### src/rtl/cla_seq_adder16.sv
// rtl/cla_seq_adder16.sv - sequential nibble-serial adder/subtractor built on one 4-bit CLA
// Operands are latched at start; one nibble is summed per RUN cycle, LSB first.

module cla4 (
    input  logic [3:0] X,
    input  logic [3:0] Y,
    input  logic       Cin,
    output logic [3:0] S,
    output logic       Cout
);
    logic [3:0] g;
    logic [3:0] p;
    logic [4:0] c;

    assign g = X & Y;
    assign p = X ^ Y;
    assign c[0] = Cin;
    assign c[1] = g[0] | (p[0] & c[0]);
    assign c[2] = g[1] | (p[1] & g[0]) | (p[1] & p[0] & c[0]);
    assign c[3] = g[2] | (p[2] & g[1]) | (p[2] & p[1] & g[0]) | (p[2] & p[1] & p[0] & c[0]);
    assign c[4] = g[3] | (p[3] & g[2]) | (p[3] & p[2] & g[1]) | (p[3] & p[2] & p[1] & g[0])
                | (p[3] & p[2] & p[1] & p[0] & c[0]);
    assign S    = p ^ c[3:0];
    assign Cout = c[4];
endmodule

module cla_seq_adder16 #(
    parameter int WIDTH = 16
) (
    input  logic             clk,
    input  logic             rst_n,
    input  logic             start,
    input  logic             sub,
    input  logic [WIDTH-1:0] A,
    input  logic [WIDTH-1:0] B,
    output logic             busy,
    output logic             done,
    output logic [WIDTH-1:0] result,
    output logic             cout,
    output logic             ovf
);
    localparam int NIB = WIDTH / 4;
    localparam int KW  = (NIB > 1) ? $clog2(NIB) : 1;

    typedef enum logic [1:0] {IDLE, RUN, DONE} state_t;

    state_t         state;
    state_t         state_nxt;
    logic [WIDTH-1:0] opa;
    logic [WIDTH-1:0] opb;
    logic           carry;
    logic [KW-1:0]  k;
    logic [3:0]     nx;
    logic [3:0]     ny;
    logic [3:0]     ns;
    logic           nco;
    logic           last;
    logic           c_into_msb;

    // Select the active nibble of each operand for the shared adder.
    always_comb begin
        nx = 4'b0;
        ny = 4'b0;
        for (int i = 0; i < NIB; i++) begin
            if (k == KW'(i)) begin
                nx = opa[i*4 +: 4];
                ny = opb[i*4 +: 4];
            end
        end
    end

    cla4 u_cla4 (
        .X    (nx),
        .Y    (ny),
        .Cin  (carry),
        .S    (ns),
        .Cout (nco)
    );

    assign last       = (k == KW'(NIB - 1));
    assign c_into_msb = opa[WIDTH-1] ^ opb[WIDTH-1] ^ ns[3];

    always_comb begin
        state_nxt = state;
        case (state)
            IDLE:    if (start) state_nxt = RUN;
            RUN:     if (last)  state_nxt = DONE;
            DONE:    state_nxt = IDLE;
            default: state_nxt = IDLE;
        endcase
    end

    always_ff @(posedge clk or negedge rst_n) begin
        if (!rst_n) begin
            state  <= IDLE;
            opa    <= '0;
            opb    <= '0;
            carry  <= 1'b0;
            k      <= '0;
            result <= '0;
            cout   <= 1'b0;
            ovf    <= 1'b0;
        end else begin
            state <= state_nxt;
            if (state == IDLE && start) begin
                opa    <= A;
                opb    <= sub ? ~B : B;
                carry  <= sub;
                k      <= '0;
                result <= '0;
                cout   <= 1'b0;
                ovf    <= 1'b0;
            end else if (state == RUN) begin
                for (int i = 0; i < NIB; i++) begin
                    if (k == KW'(i)) result[i*4 +: 4] <= ns;
                end
                carry <= nco;
                k     <= k + 1'b1;
                if (last) begin
                    cout <= nco;
                    ovf  <= c_into_msb ^ nco;
                end
            end
        end
    end

    assign busy = (state != IDLE);
    assign done = (state == DONE);
endmodule

### config.mk
export PLATFORM = sky130hd
export DESIGN_NAME = cla_seq_adder16
export DESIGN_NICKNAME = d
export VERILOG_FILES = /design/src/rtl/cla_seq_adder16.sv
export SDC_FILE = /design/constraint.sdc
export NUM_CORES = 1
export LEC_CHECK = 0
export ABC_AREA = 1
export CAP_MARGIN = 20
export CORE_UTILIZATION = 45
export CTS_CLUSTER_DIAMETER = 200
export DETAILED_ROUTE_END_ITERATION = 12
export PLACE_DENSITY_LB_ADDON = 0.25
export SLEW_MARGIN = 25
export SYNTH_ARGS = -nofsm -noshare
export SYNTH_HDL_FRONTEND = slang
export SYNTH_SLANG_ARGS = --single-unit
### constraint.sdc
create_clock -name clk -period 2.5 [get_ports clk]
set_clock_uncertainty 0.15 [all_clocks]
set_input_delay 0.375 -clock clk [delete_from_list [all_inputs] [get_ports clk]]
set_output_delay 0.375 -clock clk [all_outputs]
set_load 0.02 [all_outputs]
==> impl_metrics.tcl, run 1 <==
set metrics [dict create \
    drive_gt1_share_pct 20.3 \
    comb_power_share_pct 64.9 \
    drt_first_iter_violations 136 \
    layout_commonest_cell "sky130_fd_sc_hd__nand2_1" \
    row_count 28 \
    grt_setup_unrepaired "true" \
    clock.fmax_mhz 385 \
    clock_tree_from_tritoncts "done" \
    final_min_period_over_clock_period_pct 104 \
    layout-area-overhead-vs-synth_pct 38.5 \
    grt_antenna_before_repair 0 \
    post_synth_top_area_share_pct 50.0 \
    post_synth_mux_area_share_pct 0 \
    worstSetupStartpointType "register" \
    crit_path_end_kind "register" \
    power.static_leakage_nw 1.78 \
    routed-via-count 2385 \
    post_synth_main_area_contributors "sky130_fd_sc_hd__dfrtp_1 (50%), sky130_fd_sc_hd__nand2_1 (15%), sky130_fd_sc_hd__xnor2_1 (5.7%)" \
    timing.final.ws_setup_ns -0.0985 \
    max-cap-violations 0 \
    holdCritPathClass "reg -> reg" \
    pre_repair_dr_iteration_count 4 \
    synth-seq-area-share_pct 50.0 \
    core_area_sq_um 5920 \
    detail_route.vias_per_cell 5.03 \
    post_synth_instance_area_sq_um 2750 \
    setup.worst_path.class "reg -> reg" \
    yosys.area_share.xor_xnor_pct 5.73 \
    synth_adder_area_share_pct 4.37 \
    antenna_cells 0 \
    placement.cell_area_sq_um 3470 \
    groute.usage.overall_pct 21.3 \
    seq_power_share_pct 26.2 \
    vdd.ir_drop.worst_mv 0.732 \
    port-buffer-count 55 \
    hold_violations 0 \
    sw_frac_of_total_pct 45.8 \
    clock-root-buffer "sky130_fd_sc_hd__clkbuf_8" \
    mappedNetlistNets 369 \
    final_core_util_pct 64.3 \
    hpwl_mm 4.56 \
    number_of_global_route_vias_before_repair 2285 \
    yosysUniqueCellTypes 27 \
    synth_seq_cells 55 \
    wire_length_reported_by_the_detailed_router_mm 6.37 \
    num-nets-final 443 \
    synth_top_family_by_area "simple AND/OR/NAND/NOR gates" \
    syn_inst 324 \
    tritoncts_num_sinks 55 \
    timing.critical_path.max_delay_family "simple AND/OR/NAND/NOR gates" \
    critical-path-max-stage-delay_ns 0.42 \
    outcome "finished with violations" \
    critical_path.cell_chain "buf_6 -> ha_4 -> buf_6 -> a21oi_2 -> nand2_1 -> o211ai_1 -> o21ai_2 -> ha_4 -> nand4_1 -> nand2_4 -> nand2_4 -> nand2_2 -> nand3_1 -> nand3_1 -> nand2_1" \
    clock_power_share_pct 8.8 \
    dieWidth_microns 80.2 \
    final_max_slew_viol_count 0 \
    crit_path_top_delay_cell "sky130_fd_sc_hd__dfrtp_1" \
    post-route-min-period_ns 2.60 \
    cts_inserted_buffers 5 \
    violations "negative setup slack" \
    grt_start_max_net_pins 34 \
    fin_area_sq_um 3810 \
    total_switching_power_mw 2.77 \
    die_height_microns 80.2 \
    fill_cells 487 \
    yosys.area_share.simple_pct 21.4 \
    cp_data_required_time_ns 2.56 \
    overflow 0 \
    biggest_area_consumer_among_synthesized_cells "sky130_fd_sc_hd__dfrtp_1" \
    detail_route.drc_violations 0 \
    grt_first_pass_wirelength_mm 10.5 \
    yosysWarningCount 0 \
    drt.antenna.violating_nets 0 \
    worst-path-max-fanout 6 \
    worst-endpoint-arrival_ns 2.66 \
    power-per-cell-area_nw_per_um2 1590 \
    internal_power_mw 3.29 \
    timing.critical_path.buf_inv 2 \
    synth-compound-area-share_pct 12.1 \
    buffer_depth_of_the_longest_clock_path 2 \
    die-area_sq_um 6430 \
    floorplan.initialDensity_pct 46.4 \
    clkLatencyLatePin_ns 0.31 \
    route.detailed.wl_per_inst_microns 13.4 \
    avg_cell_area_syn_sq_um 8.49 \
    timing_worst_slew_pin_value_ns 0.623 \
    pin_count 56 \
    whs_ns 0.342 \
    timing.slew.headroom_pct 58.4 \
    place_ws_ns -0.0843 \
    htree_levels 2 \
    routabilityCongestion 0.950 \
    most_frequent_cells_in_the_layout "sky130_fd_sc_hd__nand2_1 (106), sky130_fd_sc_hd__dfrtp_1 (55), sky130_fd_sc_hd__clkdlybuf4s50_1 (54)" \
    report.final.setup_viol 11 \
    cts.reportedPaths.clkPinSlew_ns 0.10 \
    p_total_mw 6.06 \
]
==> cell usage after synthesis <==
| cell | instances |
|---|---|
| sky130_fd_sc_hd__o21ai_2 | 2 |
| sky130_fd_sc_hd__nand3_2 | 1 |
| sky130_fd_sc_hd__o21ai_1 | 12 |
| sky130_fd_sc_hd__nor2_2 | 1 |
| sky130_fd_sc_hd__nand2_1 | 110 |
| sky130_fd_sc_hd__o21ai_0 | 29 |
| sky130_fd_sc_hd__inv_2 | 4 |
| sky130_fd_sc_hd__buf_2 | 9 |
| sky130_fd_sc_hd__nand2_2 | 3 |
| sky130_fd_sc_hd__buf_6 | 2 |
| sky130_fd_sc_hd__o211ai_1 | 4 |
| sky130_fd_sc_hd__ha_1 | 8 |
| sky130_fd_sc_hd__nor2_1 | 9 |
| sky130_fd_sc_hd__fa_1 | 1 |
| sky130_fd_sc_hd__xnor2_1 | 18 |
| sky130_fd_sc_hd__nand3b_1 | 1 |
| sky130_fd_sc_hd__nand4_1 | 1 |
| sky130_fd_sc_hd__or2_0 | 1 |
| sky130_fd_sc_hd__or2_2 | 1 |
| sky130_fd_sc_hd__o221ai_1 | 1 |
| sky130_fd_sc_hd__dfrtp_1 | 55 |
| sky130_fd_sc_hd__o31ai_1 | 1 |
| sky130_fd_sc_hd__o21a_1 | 1 |
| sky130_fd_sc_hd__inv_1 | 19 |
| sky130_fd_sc_hd__buf_4 | 3 |
| sky130_fd_sc_hd__a21oi_1 | 11 |
| sky130_fd_sc_hd__nand3_1 | 16 |
==> through the flow <==
stage,cells,setup TNS [ns]
floorplan,324,0
global placement,459,-0.0515
detailed placement,459,-0.339
CTS,471,-0.0141
global route,474,-2.45
finish,474,-0.617
==> worst min-delay path: cells and delay by family (launching register included) <==
| kind | cells | cell delay [ns] |
|---|---|---|
| AOI/OAI and AO/OA | 1 | 0.06 |
| and+or+nand+nor | 1 | 0.05 |
| DFF | 1 | 0.36 |
==> final timing paths <==
kind	start	end	slack, ns	cells after the start
min in group asynchronous	rst_n	opa[5]	0.46	2
hold / removal	opb[9]	opb[9]	0.34	2
setup reg to reg	k[0]	ovf	-0.1	15
max in group asynchronous	rst_n	opb[6]	1.17	3
hold reg to reg	opb[9]	opb[9]	0.34	2
setup / recovery	k[0]	ovf	-0.1	15
==> power by group through the flow <==
stage               Combinational (mW)  Clock, mW  Sequential, mW
CTS                               3.44      0.549            1.58
finish                            3.93      0.536            1.59
detailed placement                3.15          0            1.59
global route                      4.36      0.582            1.63
floorplan                         1.97          0            1.66
global placement                  3.06          0            1.58
==> timing repair <==
| action | in CTS | in global routing |
|---|---|---|
| pin swaps | 14 | 27 |
| setup endpoints to repair | 18 | 19 |
| buffers inserted | 2 | 3 |
| endpoints found under the hold margin | 26 | 0 |
| gates cloned | 1 | 0 |
| resized for setup | 24 | 30 |
| hold buffers | 1 | 0 |
==> area by class of cell <==
type | count | area, sq um | share of cell area [%]
clock buffer | 8 | 100 | 2.63
inverter | 23 | 88.8 | 2.33
multi-input combinational | 232 | 1370 | 35.9
sequential | 55 | 1380 | 36.1
tap | 75 | 93.8 | 2.46
timing repair buffer | 80 | 776 | 20.4
timing repair inverter | 1 | 7.51 | 0.197
==> state kept, by name, indices dropped and copies added, names as in the netlist <==
name and flops:
carry 1, opa 16, ovf 1, cout 1, opb 16, state 2, result 16, k 2
==> layer usage <==
layer	up-vias	track usage (%)	share of wire [%]
met5	-	0	0
met4	0	5.00	1.3
met3	10	3.75	3.8
met2	61	36.4	50
met1	1130	27.9	45
li1	1184	-	-
==> cells by family (layout without fill, tap and decap cells) <==
family                   Yosys count  after routing
AND/OR/NAND/NOR                  144            144
AO/OA/AOI/OAI                     61             61
flip-flops                        55             55
buffers and inverters             37            112
XOR/XNOR                          18             18
adder cells (fa/ha/maj)            9              9
Note: power is estimated with default switching activity, not from simulation.
==> run 2, diff against run 1 <==
--- a/config.mk
+++ b/config.mk
@@ -10,6 +10,7 @@
 export CORE_UTILIZATION = 45
 export CTS_CLUSTER_DIAMETER = 200
 export DETAILED_ROUTE_END_ITERATION = 12
+export DONT_BUFFER_PORTS = 1
 export PLACE_DENSITY_LB_ADDON = 0.25
 export SLEW_MARGIN = 25
 export SYNTH_ARGS = -nofsm -noshare
==> constraint.sdc (replaced) <==
create_clock -name clk -period 2.7 [get_ports clk]
set_clock_uncertainty 0.15 [all_clocks]
set_input_delay 0.405 -clock clk [delete_from_list [all_inputs] [get_ports clk]]
set_output_delay 0.405 -clock clk [all_outputs]
set_load 0.02 [all_outputs]
==> run 2 against run 1 <==
- the run now ends clean
- non-clock buffer count fell by 72
- register-to-register slack improved by 0.28 ns
- via count down 15%
- worst setup slack improved by 0.28 ns
- final cell count is 15% lower
- largest cell class unchanged
- highest routed layer unchanged
==> impl_metrics.tcl, run 2 (synthesis results as in run 1) <==
set metrics [dict create \
    number_of_global_route_vias_before_repair 1978 \
    worstSetupStartpointType "register" \
    power-per-cell-area_nw_per_um2 1550 \
    post-route-min-period_ns 2.52 \
    cts.reportedPaths.clkPinSlew_ns 0.10 \
    cp_data_required_time_ns 2.75 \
    clkLatencyLatePin_ns 0.31 \
    final_min_period_over_clock_period_pct 93.2 \
    m1WireLength_mm 2.67 \
    max-cap-violations 0 \
    layout_commonest_cell "sky130_fd_sc_hd__nand2_1" \
    route.detailed.wl_per_inst_microns 14.3 \
    report.final.setup_viol 0 \
    detail_route.vias_per_cell 5.08 \
    detail_route.drc_violations 0 \
    setup.worst_path.class "reg -> reg" \
    antenna_cells 0 \
    clock_tree_from_tritoncts "done" \
    htree_levels 2 \
    drive_gt1_share_pct 12.0 \
    fin_area_sq_um 3040 \
    layout-area-overhead-vs-synth_pct 10.6 \
    final_core_util_pct 51.4 \
    wire_length_reported_by_the_detailed_router_mm 5.73 \
    p_total_mw 4.70 \
    port-buffer-count 0 \
    hpwl_mm 4.03 \
    holdCritPathClass "in -> reg" \
    timing.setup.tns_ns 0 \
    most_frequent_cells_in_the_layout "sky130_fd_sc_hd__nand2_1 (110), sky130_fd_sc_hd__dfrtp_1 (54), sky130_fd_sc_hd__o21ai_0 (29)" \
    die_height_microns 80.2 \
    crit_path_end_kind "register" \
    drt.antenna.violating_nets 0 \
    total_met3_wirelength_after_detailed_routing_microns 277 \
    vdd.ir_drop.worst_mv 0.646 \
    routabilityCongestion 0.849 \
    grt_start_max_net_pins 56 \
    layout_top_registers "opa: 16 flops, opb: 16 flops, result: 16 flops" \
    groute.usage.overall_pct 18.9 \
    timing.slew.headroom_pct 62.4 \
    outcome "finished clean" \
    cts_inserted_buffers 5 \
    wl_met2_mm 2.72 \
    critical_path.cell_chain "inv_2 -> ha_4 -> nand3_1 -> nand2_1 -> o21ai_0 -> a21oi_2 -> ha_4 -> or2_0 -> nand2_2 -> nand3_1 -> nand3_2 -> nand3_1 -> nand3_1 -> nand2_1" \
    pre_repair_dr_iteration_count 4 \
    num-nets-final 370 \
    drt_first_iter_violations 135 \
    buffer_depth_of_the_longest_clock_path 2 \
    grt_antenna_before_repair 0 \
    clock.fmax_mhz 397 \
    final_cell_count_no_fill 401 \
    grt_first_pass_wirelength_mm 9.28 \
    overflow 0 \
    tritoncts_num_sinks 55 \
    placement.cell_area_sq_um 2790 \
    hold_violations 0 \
    critical-path-max-stage-delay_ns 0.47 \
    top_layer_used "met4" \
    pin_count 56 \
    cp_common_cell "sky130_fd_sc_hd__nand3_1" \
    routed-via-count 2038 \
    clock-root-buffer "sky130_fd_sc_hd__clkbuf_8" \
    dieWidth_microns 80.2 \
    power.static_leakage_nw 1.46 \
    post-place-cells 390 \
    timing_worst_slew_pin_value_ns 0.564 \
    crit_path_top_delay_cell "sky130_fd_sc_hd__dfrtp_2" \
    floorplan.initialDensity_pct 46.4 \
    worst-path-max-fanout 9 \
    place_ws_ns -0.159 \
    whs_ns 0.0500 \
    final_max_slew_viol_count 0 \
    die-area_sq_um 6430 \
    timing.final.ws_setup_ns 0.183 \
    row_count 28 \
    core_area_sq_um 5920 \
    worst-endpoint-arrival_ns 2.57 \
]
-- run 2: changes by cell type in the layout (fill, tap and decap cells not counted), moves of 4 or more --
cell,previous run,this run
sky130_fd_sc_hd__buf_4,18,6
sky130_fd_sc_hd__nand2_1,106,110
sky130_fd_sc_hd__nand3_2,6,2
sky130_fd_sc_hd__buf_6,4,0
sky130_fd_sc_hd__nand3_1,11,15
sky130_fd_sc_hd__o21ai_2,9,3
sky130_fd_sc_hd__clkdlybuf4s50_1,54,0
sky130_fd_sc_hd__o21ai_0,23,29
-- run 2: repair_timing --
item | in CTS | in global routing
setup endpoints to repair | 7 | 15
endpoints found under the hold margin | 55 | 0
buffers inserted | 0 | 1
resized for setup | 4 | 13
hold buffers | 2 | 0
pin swaps | 0 | 1
-- run 2: area by class of cell --
| type | count | area, sq um |
|---|---|---|
| clock buffers | 5 | 68.8 |
| fillers | 574 | 2880 |
| clock inverters | 3 | 67.6 |
| well taps | 75 | 93.8 |
| repair buffers | 8 | 82.6 |
| flip-flops and latches | 55 | 1380 |
| multi-input cells | 232 | 1260 |
| inverters | 23 | 91.3 |
-- run 2: power breakdown --
group,total (mW),switching (mW),leakage (nW),internal [mW]
registers,1.62,0.396,0.688,1.22
logic,2.44,1.52,0.702,0.921
clock network,0.641,0.272,0.0644,0.370
total,4.70,2.19,1.46,2.51
-- run 2: path summary, 6_finish.rpt --
kind | start | end | slack, ns | depth (start not counted)
worst max register to register | k[0] | ovf | 0.18 | 14
worst min-delay path | A[14] | opa[14] | 0.05 | 2
max in group asynchronous | rst_n | k[0] | 1.70 | 2
worst min register to register | opa[3] | opa[3] | 0.34 | 2
min in group asynchronous | rst_n | opa[1] | 0.46 | 2
worst max-delay path | k[0] | ovf | 0.18 | 14
-- run 2: layer usage --
layer	vias to the layer above	global-route usage, %
met5	-	0
met3	5	4.43
met4	0	5.18
met2	44	31.1
met1	955	24.8
li1	1034	-
-- run 2: critical path: cells and delay by family, from the launching register on --
| kind | cells | cell delay, ns |
|---|---|---|
| AOI/OAI and AO/OA | 2 | 0.29 |
| adders and majority gates | 2 | 0.45 |
| buffers and inverters | 1 | 0.13 |
| DFF | 1 | 0.47 |
| and+or+nand+nor | 9 | 0.91 |
==> run 3, diff against run 2 <==
--- a/config.mk
+++ b/config.mk
@@ -6,8 +6,8 @@
 export NUM_CORES = 1
 export LEC_CHECK = 0
 export ABC_AREA = 1
-export CAP_MARGIN = 20
 export CORE_UTILIZATION = 45
+export CTS_BUF_LIST = sky130_fd_sc_hd__clkbuf_4 sky130_fd_sc_hd__clkbuf_8
 export CTS_CLUSTER_DIAMETER = 200
 export DETAILED_ROUTE_END_ITERATION = 12
 export DONT_BUFFER_PORTS = 1
==> results of run 3 <==
Same layout as run 2: the final DEF is identical, and so are final timing and power.
